`src/rtl/riscv_pkg.sv`:
```
// ---------------------------------------------------------------------------
// riscv_pkg
//   Shared RV32I definitions for the decode/execute slice:
//   - opcode constants
//   - alu_op_t  : 4-bit ALU operation selector
//   - imm_fmt_t : immediate format selector for imm_gen
//   - id_state_t: decode-stage FSM states
//   - id_ex_t   : packed ID/EX pipeline register
//   - alu_op_from_funct(): funct3/funct7 to ALU operation mapping
// ---------------------------------------------------------------------------
package riscv_pkg;

   localparam int XLEN   = 32;
   localparam int REG_AW = 5;

   localparam logic [6:0] OPC_LUI    = 7'b0110111;
   localparam logic [6:0] OPC_AUIPC  = 7'b0010111;
   localparam logic [6:0] OPC_JAL    = 7'b1101111;
   localparam logic [6:0] OPC_JALR   = 7'b1100111;
   localparam logic [6:0] OPC_BRANCH = 7'b1100011;
   localparam logic [6:0] OPC_LOAD   = 7'b0000011;
   localparam logic [6:0] OPC_STORE  = 7'b0100011;
   localparam logic [6:0] OPC_OP_IMM = 7'b0010011;
   localparam logic [6:0] OPC_OP     = 7'b0110011;
   localparam logic [6:0] OPC_FENCE  = 7'b0001111;
   localparam logic [6:0] OPC_SYSTEM = 7'b1110011;

   typedef enum logic [3:0] {
      ALU_ADD    = 4'd0,
      ALU_SUB    = 4'd1,
      ALU_SLL    = 4'd2,
      ALU_SLT    = 4'd3,
      ALU_SLTU   = 4'd4,
      ALU_XOR    = 4'd5,
      ALU_SRL    = 4'd6,
      ALU_SRA    = 4'd7,
      ALU_OR     = 4'd8,
      ALU_AND    = 4'd9,
      ALU_PASS_B = 4'd10
   } alu_op_t;

   typedef enum logic [2:0] {
      IMM_NONE = 3'd0,
      IMM_I    = 3'd1,
      IMM_S    = 3'd2,
      IMM_B    = 3'd3,
      IMM_U    = 3'd4,
      IMM_J    = 3'd5
   } imm_fmt_t;

   typedef enum logic {
      S_RUN       = 1'b0,
      S_LU_BUBBLE = 1'b1
   } id_state_t;

   typedef struct packed {
      logic              valid;
      logic [XLEN-1:0]   pc;
      logic [XLEN-1:0]   rs1_data;
      logic [XLEN-1:0]   rs2_data;
      logic [REG_AW-1:0] rs1_addr;
      logic [REG_AW-1:0] rs2_addr;
      logic [XLEN-1:0]   imm;
      logic [REG_AW-1:0] rd_addr;
      logic              rd_wr;
      alu_op_t           alu_op;
      logic              alu_src_imm;
      logic [2:0]        funct3;
      logic              mem_rd;
      logic              mem_wr;
      logic              illegal;
   } id_ex_t;

   // alt is instr[30]. SUB only exists for register-register ops; the
   // shift-right variants honour alt in both OP and OP-IMM.
   function automatic alu_op_t alu_op_from_funct(input logic [2:0] f3,
                                                 input logic       alt,
                                                 input logic       allow_sub);
      alu_op_t op;
      case (f3)
         3'b000:  op = (alt & allow_sub) ? ALU_SUB : ALU_ADD;
         3'b001:  op = ALU_SLL;
         3'b010:  op = ALU_SLT;
         3'b011:  op = ALU_SLTU;
         3'b100:  op = ALU_XOR;
         3'b101:  op = alt ? ALU_SRA : ALU_SRL;
         3'b110:  op = ALU_OR;
         default: op = ALU_AND;
      endcase
      return op;
   endfunction

endpackage

```
`src/rtl/imm_gen.sv`:
```
// ---------------------------------------------------------------------------
// imm_gen
//   Combinational RV32I immediate generator; all formats sign-extend from
//   instr[31]. IMM_NONE yields zero.
//   Ports:
//     instr  in  32  instruction word
//     fmt    in  imm_fmt_t  immediate format
//     imm    out 32  sign-extended immediate
// ---------------------------------------------------------------------------
module imm_gen
   import riscv_pkg::*;
(
   input  logic [XLEN-1:0] instr,
   input  imm_fmt_t        fmt,
   output logic [XLEN-1:0] imm
);

   always_comb begin
      imm = '0;
      case (fmt)
         IMM_I:   imm = {{20{instr[31]}}, instr[31:20]};
         IMM_S:   imm = {{20{instr[31]}}, instr[31:25], instr[11:7]};
         IMM_B:   imm = {{19{instr[31]}}, instr[31], instr[7], instr[30:25], instr[11:8], 1'b0};
         IMM_U:   imm = {instr[31:12], 12'b0};
         IMM_J:   imm = {{11{instr[31]}}, instr[31], instr[19:12], instr[20], instr[30:21], 1'b0};
         default: imm = '0;
      endcase
   end

endmodule

```
`src/rtl/id_stage.sv`:
```
// ---------------------------------------------------------------------------
// id_stage
//   RV32I decode stage: decodes the fetched instruction, reads the register
//   file combinationally, detects load-use hazards and registers the result
//   into the ID/EX pipeline register.
//
//   Handshake: fetch presents if_valid/if_instr/if_pc; the instruction is
//   taken on a rising edge where id_ready=1, otherwise fetch holds it. EX
//   takes the ID/EX register on an edge where ex_ready=1; while ex_ready=0
//   the register holds. flush overrides both and empties ID/EX.
//
//   Ports:
//     clk, nrst                 clock, synchronous active-low reset
//     if_valid/if_instr/if_pc   fetched instruction
//     id_ready                  instruction accepted this cycle
//     flush                     taken branch/jump from EX
//     rf_rd{1,2}_en/_addr       register-file read ports
//     rf_rd_data{1,2}           register-file read data
//     ex_ready                  EX consumes ID/EX this cycle
//     ex_*                      ID/EX pipeline register fields
//     stall_cnt                 saturating load-use bubble counter
//     fsm_state                 current FSM state (observability)
// ---------------------------------------------------------------------------
module id_stage
   import riscv_pkg::*;
#(
   parameter int STALL_CNT_W = 16
)(
   input  logic                   clk,
   input  logic                   nrst,
   input  logic                   if_valid,
   input  logic [XLEN-1:0]        if_instr,
   input  logic [XLEN-1:0]        if_pc,
   output logic                   id_ready,
   input  logic                   flush,
   output logic                   rf_rd1_en,
   output logic [REG_AW-1:0]      rf_rd1_addr,
   output logic                   rf_rd2_en,
   output logic [REG_AW-1:0]      rf_rd2_addr,
   input  logic [XLEN-1:0]        rf_rd_data1,
   input  logic [XLEN-1:0]        rf_rd_data2,
   input  logic                   ex_ready,
   output logic                   ex_valid,
   output logic [XLEN-1:0]        ex_pc,
   output logic [XLEN-1:0]        ex_rs1_data,
   output logic [XLEN-1:0]        ex_rs2_data,
   output logic [REG_AW-1:0]      ex_rs1_addr,
   output logic [REG_AW-1:0]      ex_rs2_addr,
   output logic [XLEN-1:0]        ex_imm,
   output logic [REG_AW-1:0]      ex_rd_addr,
   output logic                   ex_rd_wr,
   output alu_op_t                ex_alu_op,
   output logic                   ex_alu_src_imm,
   output logic [2:0]             ex_funct3,
   output logic                   ex_mem_rd,
   output logic                   ex_mem_wr,
   output logic                   ex_illegal,
   output logic [STALL_CNT_W-1:0] stall_cnt,
   output id_state_t              fsm_state
);

   logic [6:0]        opcode;
   logic [REG_AW-1:0] rs1, rs2, rd;
   imm_fmt_t          fmt;
   logic              uses_rs1, uses_rs2, writes_rd;
   logic              src_imm, mem_rd, mem_wr, illegal;
   alu_op_t           alu_op;
   logic [XLEN-1:0]   imm;
   id_ex_t            dec;
   id_ex_t            ex_q;
   logic              hazard;
   id_state_t         state, state_next;
   logic              do_bubble, do_load;

   assign opcode = if_instr[6:0];
   assign rd     = if_instr[11:7];
   assign rs1    = if_instr[19:15];
   assign rs2    = if_instr[24:20];

   // ---------------- decoder ----------------
   always_comb begin
      fmt       = IMM_NONE;
      uses_rs1  = 1'b0;
      uses_rs2  = 1'b0;
      writes_rd = 1'b0;
      alu_op    = ALU_ADD;
      src_imm   = 1'b0;
      mem_rd    = 1'b0;
      mem_wr    = 1'b0;
      illegal   = 1'b0;
      case (opcode)
         OPC_LUI:    begin fmt = IMM_U; writes_rd = 1'b1; src_imm = 1'b1; alu_op = ALU_PASS_B; end
         OPC_AUIPC:  begin fmt = IMM_U; writes_rd = 1'b1; src_imm = 1'b1; end
         OPC_JAL:    begin fmt = IMM_J; writes_rd = 1'b1; src_imm = 1'b1; end
         OPC_JALR:   begin fmt = IMM_I; uses_rs1 = 1'b1; writes_rd = 1'b1; src_imm = 1'b1; end
         OPC_BRANCH: begin fmt = IMM_B; uses_rs1 = 1'b1; uses_rs2 = 1'b1; alu_op = ALU_SUB; end
         OPC_LOAD:   begin fmt = IMM_I; uses_rs1 = 1'b1; writes_rd = 1'b1; src_imm = 1'b1; mem_rd = 1'b1; end
         OPC_STORE:  begin fmt = IMM_S; uses_rs1 = 1'b1; uses_rs2 = 1'b1; src_imm = 1'b1; mem_wr = 1'b1; end
         OPC_OP_IMM: begin
            fmt = IMM_I; uses_rs1 = 1'b1; writes_rd = 1'b1; src_imm = 1'b1;
            alu_op = alu_op_from_funct(if_instr[14:12], if_instr[30], 1'b0);
         end
         OPC_OP:     begin
            uses_rs1 = 1'b1; uses_rs2 = 1'b1; writes_rd = 1'b1;
            alu_op = alu_op_from_funct(if_instr[14:12], if_instr[30], 1'b1);
         end
         OPC_FENCE, OPC_SYSTEM: begin end  // architectural NOP here
         default:    illegal = 1'b1;
      endcase
   end

   imm_gen u_imm_gen (
      .instr (if_instr),
      .fmt   (fmt),
      .imm   (imm)
   );

   assign rf_rd1_en   = nrst & if_valid & uses_rs1;
   assign rf_rd2_en   = nrst & if_valid & uses_rs2;
   assign rf_rd1_addr = rs1;
   assign rf_rd2_addr = rs2;

   // Unused register indices are zeroed so the EX forwarding unit never
   // matches on stray instruction bits.
   always_comb begin
      dec             = '0;
      dec.valid       = if_valid;
      dec.pc          = if_pc;
      dec.rs1_data    = rf_rd_data1;
      dec.rs2_data    = rf_rd_data2;
      dec.rs1_addr    = uses_rs1 ? rs1 : '0;
      dec.rs2_addr    = uses_rs2 ? rs2 : '0;
      dec.imm         = imm;
      dec.rd_addr     = writes_rd ? rd : '0;
      dec.rd_wr       = writes_rd & (rd != '0);
      dec.alu_op      = alu_op;
      dec.alu_src_imm = src_imm;
      dec.funct3      = if_instr[14:12];
      dec.mem_rd      = mem_rd;
      dec.mem_wr      = mem_wr;
      dec.illegal     = illegal;
   end

   // ---------------- load-use hazard ----------------
   assign hazard = ex_q.valid & ex_q.mem_rd & (ex_q.rd_addr != '0) &
                   ((rf_rd1_en & (rs1 == ex_q.rd_addr)) |
                    (rf_rd2_en & (rs2 == ex_q.rd_addr)));

   // ---------------- FSM: state register ----------------
   always_ff @(posedge clk) begin
      if (!nrst) state <= S_RUN;
      else       state <= state_next;
   end

   // ---------------- FSM: next state ----------------
   always_comb begin
      state_next = state;
      if (flush)
         state_next = S_RUN;
      else if (ex_ready)
         state_next = (state == S_RUN && hazard) ? S_LU_BUBBLE : S_RUN;
   end

   // ---------------- FSM: outputs ----------------
   // In S_LU_BUBBLE EX holds the bubble, so the held instruction always issues.
   always_comb begin
      id_ready  = 1'b0;
      do_bubble = 1'b0;
      do_load   = 1'b0;
      if (!nrst) begin
         id_ready = 1'b0;
      end else if (flush) begin
         id_ready = 1'b1;
      end else if (!ex_ready) begin
         id_ready = 1'b0;
      end else if (state == S_RUN && hazard) begin
         do_bubble = 1'b1;
      end else begin
         id_ready = 1'b1;
         do_load  = 1'b1;
      end
   end

   // ---------------- ID/EX register and stall counter ----------------
   always_ff @(posedge clk) begin
      if (!nrst) begin
         ex_q      <= '0;
         stall_cnt <= '0;
      end else if (flush) begin
         ex_q <= '0;
      end else if (do_bubble) begin
         ex_q <= '0;
         if (stall_cnt != '1) stall_cnt <= stall_cnt + STALL_CNT_W'(1);
      end else if (do_load) begin
         ex_q <= dec;
      end
   end

   assign fsm_state      = state;
   assign ex_valid       = ex_q.valid;
   assign ex_pc          = ex_q.pc;
   assign ex_rs1_data    = ex_q.rs1_data;
   assign ex_rs2_data    = ex_q.rs2_data;
   assign ex_rs1_addr    = ex_q.rs1_addr;
   assign ex_rs2_addr    = ex_q.rs2_addr;
   assign ex_imm         = ex_q.imm;
   assign ex_rd_addr     = ex_q.rd_addr;
   assign ex_rd_wr       = ex_q.rd_wr;
   assign ex_alu_op      = ex_q.alu_op;
   assign ex_alu_src_imm = ex_q.alu_src_imm;
   assign ex_funct3      = ex_q.funct3;
   assign ex_mem_rd      = ex_q.mem_rd;
   assign ex_mem_wr      = ex_q.mem_wr;
   assign ex_illegal     = ex_q.illegal;

endmodule

```
`config.mk`:
```
export PLATFORM = sky130hd
export DESIGN_NAME = id_stage
export DESIGN_NICKNAME = d
export VERILOG_FILES = /design/src/rtl/riscv_pkg.sv /design/src/rtl/imm_gen.sv /design/src/rtl/id_stage.sv
export SDC_FILE = /design/constraint.sdc
export NUM_CORES = 1
export LEC_CHECK = 0
export ABC_AREA = 1
export BUFFER_PORTS_ARGS = -buffer_cell sky130_fd_sc_hd__buf_4
export CAP_MARGIN = 25
export CORE_MARGIN = 5
export CORE_UTILIZATION = 50
export CTS_CLUSTER_DIAMETER = 200
export DETAILED_ROUTE_END_ITERATION = 7
export GPL_ROUTABILITY_DRIVEN = 0
export PLACE_DENSITY_LB_ADDON = 0.1
export RECOVER_POWER = 25
export REMOVE_ABC_BUFFERS = 1
export SLEW_MARGIN = 20
export SYNTH_ARGS = -nofsm -noshare
export SYNTH_HDL_FRONTEND = slang
export SYNTH_HIERARCHICAL = 1
export SYNTH_SLANG_ARGS = --single-unit
```
`constraint.sdc`:
```
create_clock -name clk -period 2.7 [get_ports clk]
set_clock_uncertainty 0.15 [all_clocks]
set_input_delay 0.27 -clock clk [delete_from_list [all_inputs] [get_ports clk]]
set_output_delay 0.27 -clock clk [all_outputs]
set_load 0.01 [all_outputs]
```
==> flow_metrics.py <==
metrics = {
    "outcome": {
        "run_status": "finished clean",
    },
    "synth": {
        "ys.warnings.count": 6,
        "synth.top_cell.area_share": 0.464,
        "syn-instance-count": 1028,
        "yosys_most_used_dff": "dfxtp_1",
        "post_synth_fa_ha_maj_area_fraction": 0.00168,
        "async_reset_ff_frac": 0,
        "post_synth_xor_area_fraction": 0.0176,
        "synth_area_per_cell_um2": 7.26,
        "synth_seq_cells": 173,
        "synth_seq_area_share": 0.464,
        "yosys.cell_types.count": 35,
        "post-synth-top-area-cell": "dfxtp_1",
        "synth_simple_gate_area_frac": 0.292,
        "post_synth_mux_area_share": 0,
        "yosys-top-cells-area": "dfxtp_1 (46%), nor2_1 (16%), o21ai_0 (7.0%)",
        "synth.most_common_cell": "nor2_1",
        "synth_common_cells": "nor2_1 (317), dfxtp_1 (173), o21ai_0 (105)",
        "mappedNetlistArea_mm2": 0.00747,
        "number_of_enable_flip_flop_cells_after_synthesis": 0,
        "compound_cell_area_share_of_the_yosys_netlist": 0.130,
        "synth_top_family_by_area": "simple AND/OR/NAND/NOR gates",
    },
    "worst_setup_path": {
        "crit_type": "primary input to primary output",
        "crit_path_start_kind": "primary input",
        "arrival_ns": 1.96,
        "worstPathRequired_ns": 2.28,
        "setup.worst_path.end_class": "primary output",
        "critPathMaxFanout": 5,
    },
    "clock_network": {
        "clk_transition_reported_paths_ns": 0.06,
        "root_buffer": "clkbuf_16",
        "clkSinkCount": 173,
        "cts-buffers-inserted": 17,
        "cts.repair_timing.setup_buffer_count": 0,
        "cts_tree": "yes",
        "clock_tree.htree_level_count": 4,
        "ctsLongestPathBuffers": 2,
        "clk_latency_ns": 0.42,
    },
    "detailed_routing": {
        "dr.first_iter.drc_count": 601,
        "num_vias": 8459,
        "via_per_inst": 5.24,
        "totalWireLength_um": 27300,
        "route.detailed.drc": 0,
        "detailedRoute.firstPassIterationCount": 5,
        "ant_nets": 0,
        "routedWlPerCell_um": 16.9,
    },
    "grt": {
        "number_of_antenna_violations_at_the_first_check_in_global_routing": 1,
        "grt.overflow.total": 0,
        "maximum_number_of_pins_on_one_net_before_global_route_repair": 80,
        "number_of_global_route_vias_before_repair": 8350,
        "global_route.usage.total": 0.299,
        "grt_first_pass_wirelength_um": 43000,
    },
    "cells_and_area": {
        "flow.area_growth_from_synthesis_pct": 48.7,
        "layout.cells.non_filler": 1614,
        "final_layout_size_suffix_gt1_frac": 0.209,
        "postLayoutCoreUtil": 0.761,
        "final_nets": 1549,
    },
    "power": {
        "cellPowerDensity_mw_per_mm2": 513,
        "ir_worst_vdd_uv": 444,
        "power.total_mw": 5.69,
        "power_leakage_nw": 5.27,
    },
    "timing": {
        "maxClockFrequency_ghz": 0.420,
        "setup_total_negative_slack_ns": 0,
        "layout_min_cycle_time_ns": 2.38,
        "tightestPinTransition_ns": 0.690,
        "final-hold-violation-count": 0,
        "grt_setup_unrepaired": "no",
        "final.period_utilization": 0.882,
        "finalSetupViolCount": 0,
        "timing.final.max_slew_violations": 0,
        "timing.slew.headroom": 0.538,
        "final.setup.worst_slack_ns": 0.318,
    },
    "place": {
        "dp_worst_setup_slack_ns": 0.261,
        "io_port_bufs": 318,
        "place_hpwl_um": 17100,
        "dp.cells": 1476,
    },
    "floorplanning": {
        "floorplan.io_pins": 319,
        "initial_core_util": 0.512,
        "dieArea_mm2": 0.0175,
        "fp.dieH_um": 132,
        "fp-row-count": 44,
        "chipWidth_um": 132,
        "fp.coreArea_mm2": 0.0146,
    },
    "worst_hold_path": {
        "holdCritPathClass": "primary input to flop",
    },
    "run": {
        "timing.max_cap.violations": 0,
    },
}
layout make-up:
cell class | instances | area, µm²
diodes | 3 | 7.51
clock buffers | 20 | 447
well taps | 184 | 230
clock inverters | 11 | 120
multi-input cells | 728 | 3290
fillers | 1110 | 3490
repair buffers | 440 | 3330
inverters | 55 | 210
flip-flops and latches | 173 | 3460
metal layers:
metal / GRT usage / wire (µm) / vias to the layer above
met2: 0.504 / 13300 / 406
li1: - / - / 4098
met3: 0.0947 / 2370 / 83
met5: 0 / 0 / -
met4: 0.144 / 1240 / 0
met1: 0.342 / 10400 / 3872
sequential cells by signal, summed over array words and instances, names as in the netlist, 3 cells and up:
name / count
ex_rs1_addr: 5
ex_rs2_data: 32
ex_imm: 32
ex_rd_addr: 5
ex_alu_op: 4
stall_cnt: 16
ex_pc: 32
ex_rs2_addr: 5
ex_rs1_data: 32
ex_funct3: 3
layout by cell type, fill, tap and decap left out, types with 2 or more instances in the layout:
master / n
a31oi_1: 2
xor2_1: 8
dfxtp_1: 173
clkinv_2: 5
nor3_1: 10
nor2_4: 3
xnor2_1: 7
nand4_1: 9
nor4_1: 3
inv_2: 6
nand2_2: 6
clkinv_4: 2
inv_1: 47
a21oi_1: 35
diode_2: 3
nand3_1: 81
nand2_1: 87
nor3b_1: 2
dlygate4sd3_1: 104
clkbuf_16: 17
nor2_1: 317
o21ai_0: 105
nand3_2: 2
clkinvlp_4: 3
o21ai_1: 41
clkbuf_1: 91
buf_4: 239
bufinv_16: 2
buf_12: 8
logic make-up (layout without fill, tap and decap cells):
group | Yosys count | count (layout)
compound gates | 189 | 189
buf+inv | 127 | 526
fa+ha+maj | 1 | 1
flops | 173 | 173
simple gates | 523 | 523
other cells | 0 | 3
xor+xnor | 15 | 15
metrics by stage:
| stage | cell area, µm² | hold slack, ns |
|---|---|---|
| floorplan | 6970 | 0.241 |
| global placement | 9820 | 0.304 |
| detailed placement | 9820 | 0.310 |
| CTS | 11400 | 0.00108 |
| global route | 11100 | 0.00708 |
| finish | 11100 | 0.0112 |
worst max-delay path, cell delays in order:
cell,delay (ns)
dlygate4sd3_1,0.55
buf_4,0.16
inv_1,0.05
nand2_1,0.04
nand2_1,0.05
nand3_1,0.07
nor2_1,0.16
nand3_2,0.10
nand2_2,0.11
nand2_2,0.06
nand2_2,0.10
a21oi_1,0.09
buf_4,0.15
worst paths after layout:
path / endpoint / slack [ns] / cells after the start / startpoint
worst max-delay path: id_ready / 0.32 / 13 / if_instr[16]
worst min-delay path: ex_rd_addr[1] / 0.01 / 3 / if_instr[8]
worst max register to register: ex_rs2_addr[0] / 0.40 / 12 / ex_rd_addr[0]
worst min register to register: ex_rs1_addr[4] / 0.31 / 2 / ex_rs1_addr[4]
where the power goes:
group | internal (mW) | switching (mW) | total, mW
combinational | 0.339 | 0.331 | 0.671
clock | 1.38 | 1.02 | 2.40
sequential | 2.60 | 0.0266 | 2.63
total | 4.32 | 1.38 | 5.69
timing repair:
item,in CTS,in global routing
hold buffers,104,0
hold endpoints to repair,108,0
resized for setup,0,0
Note: power is estimated with default switching activity, not from simulation.
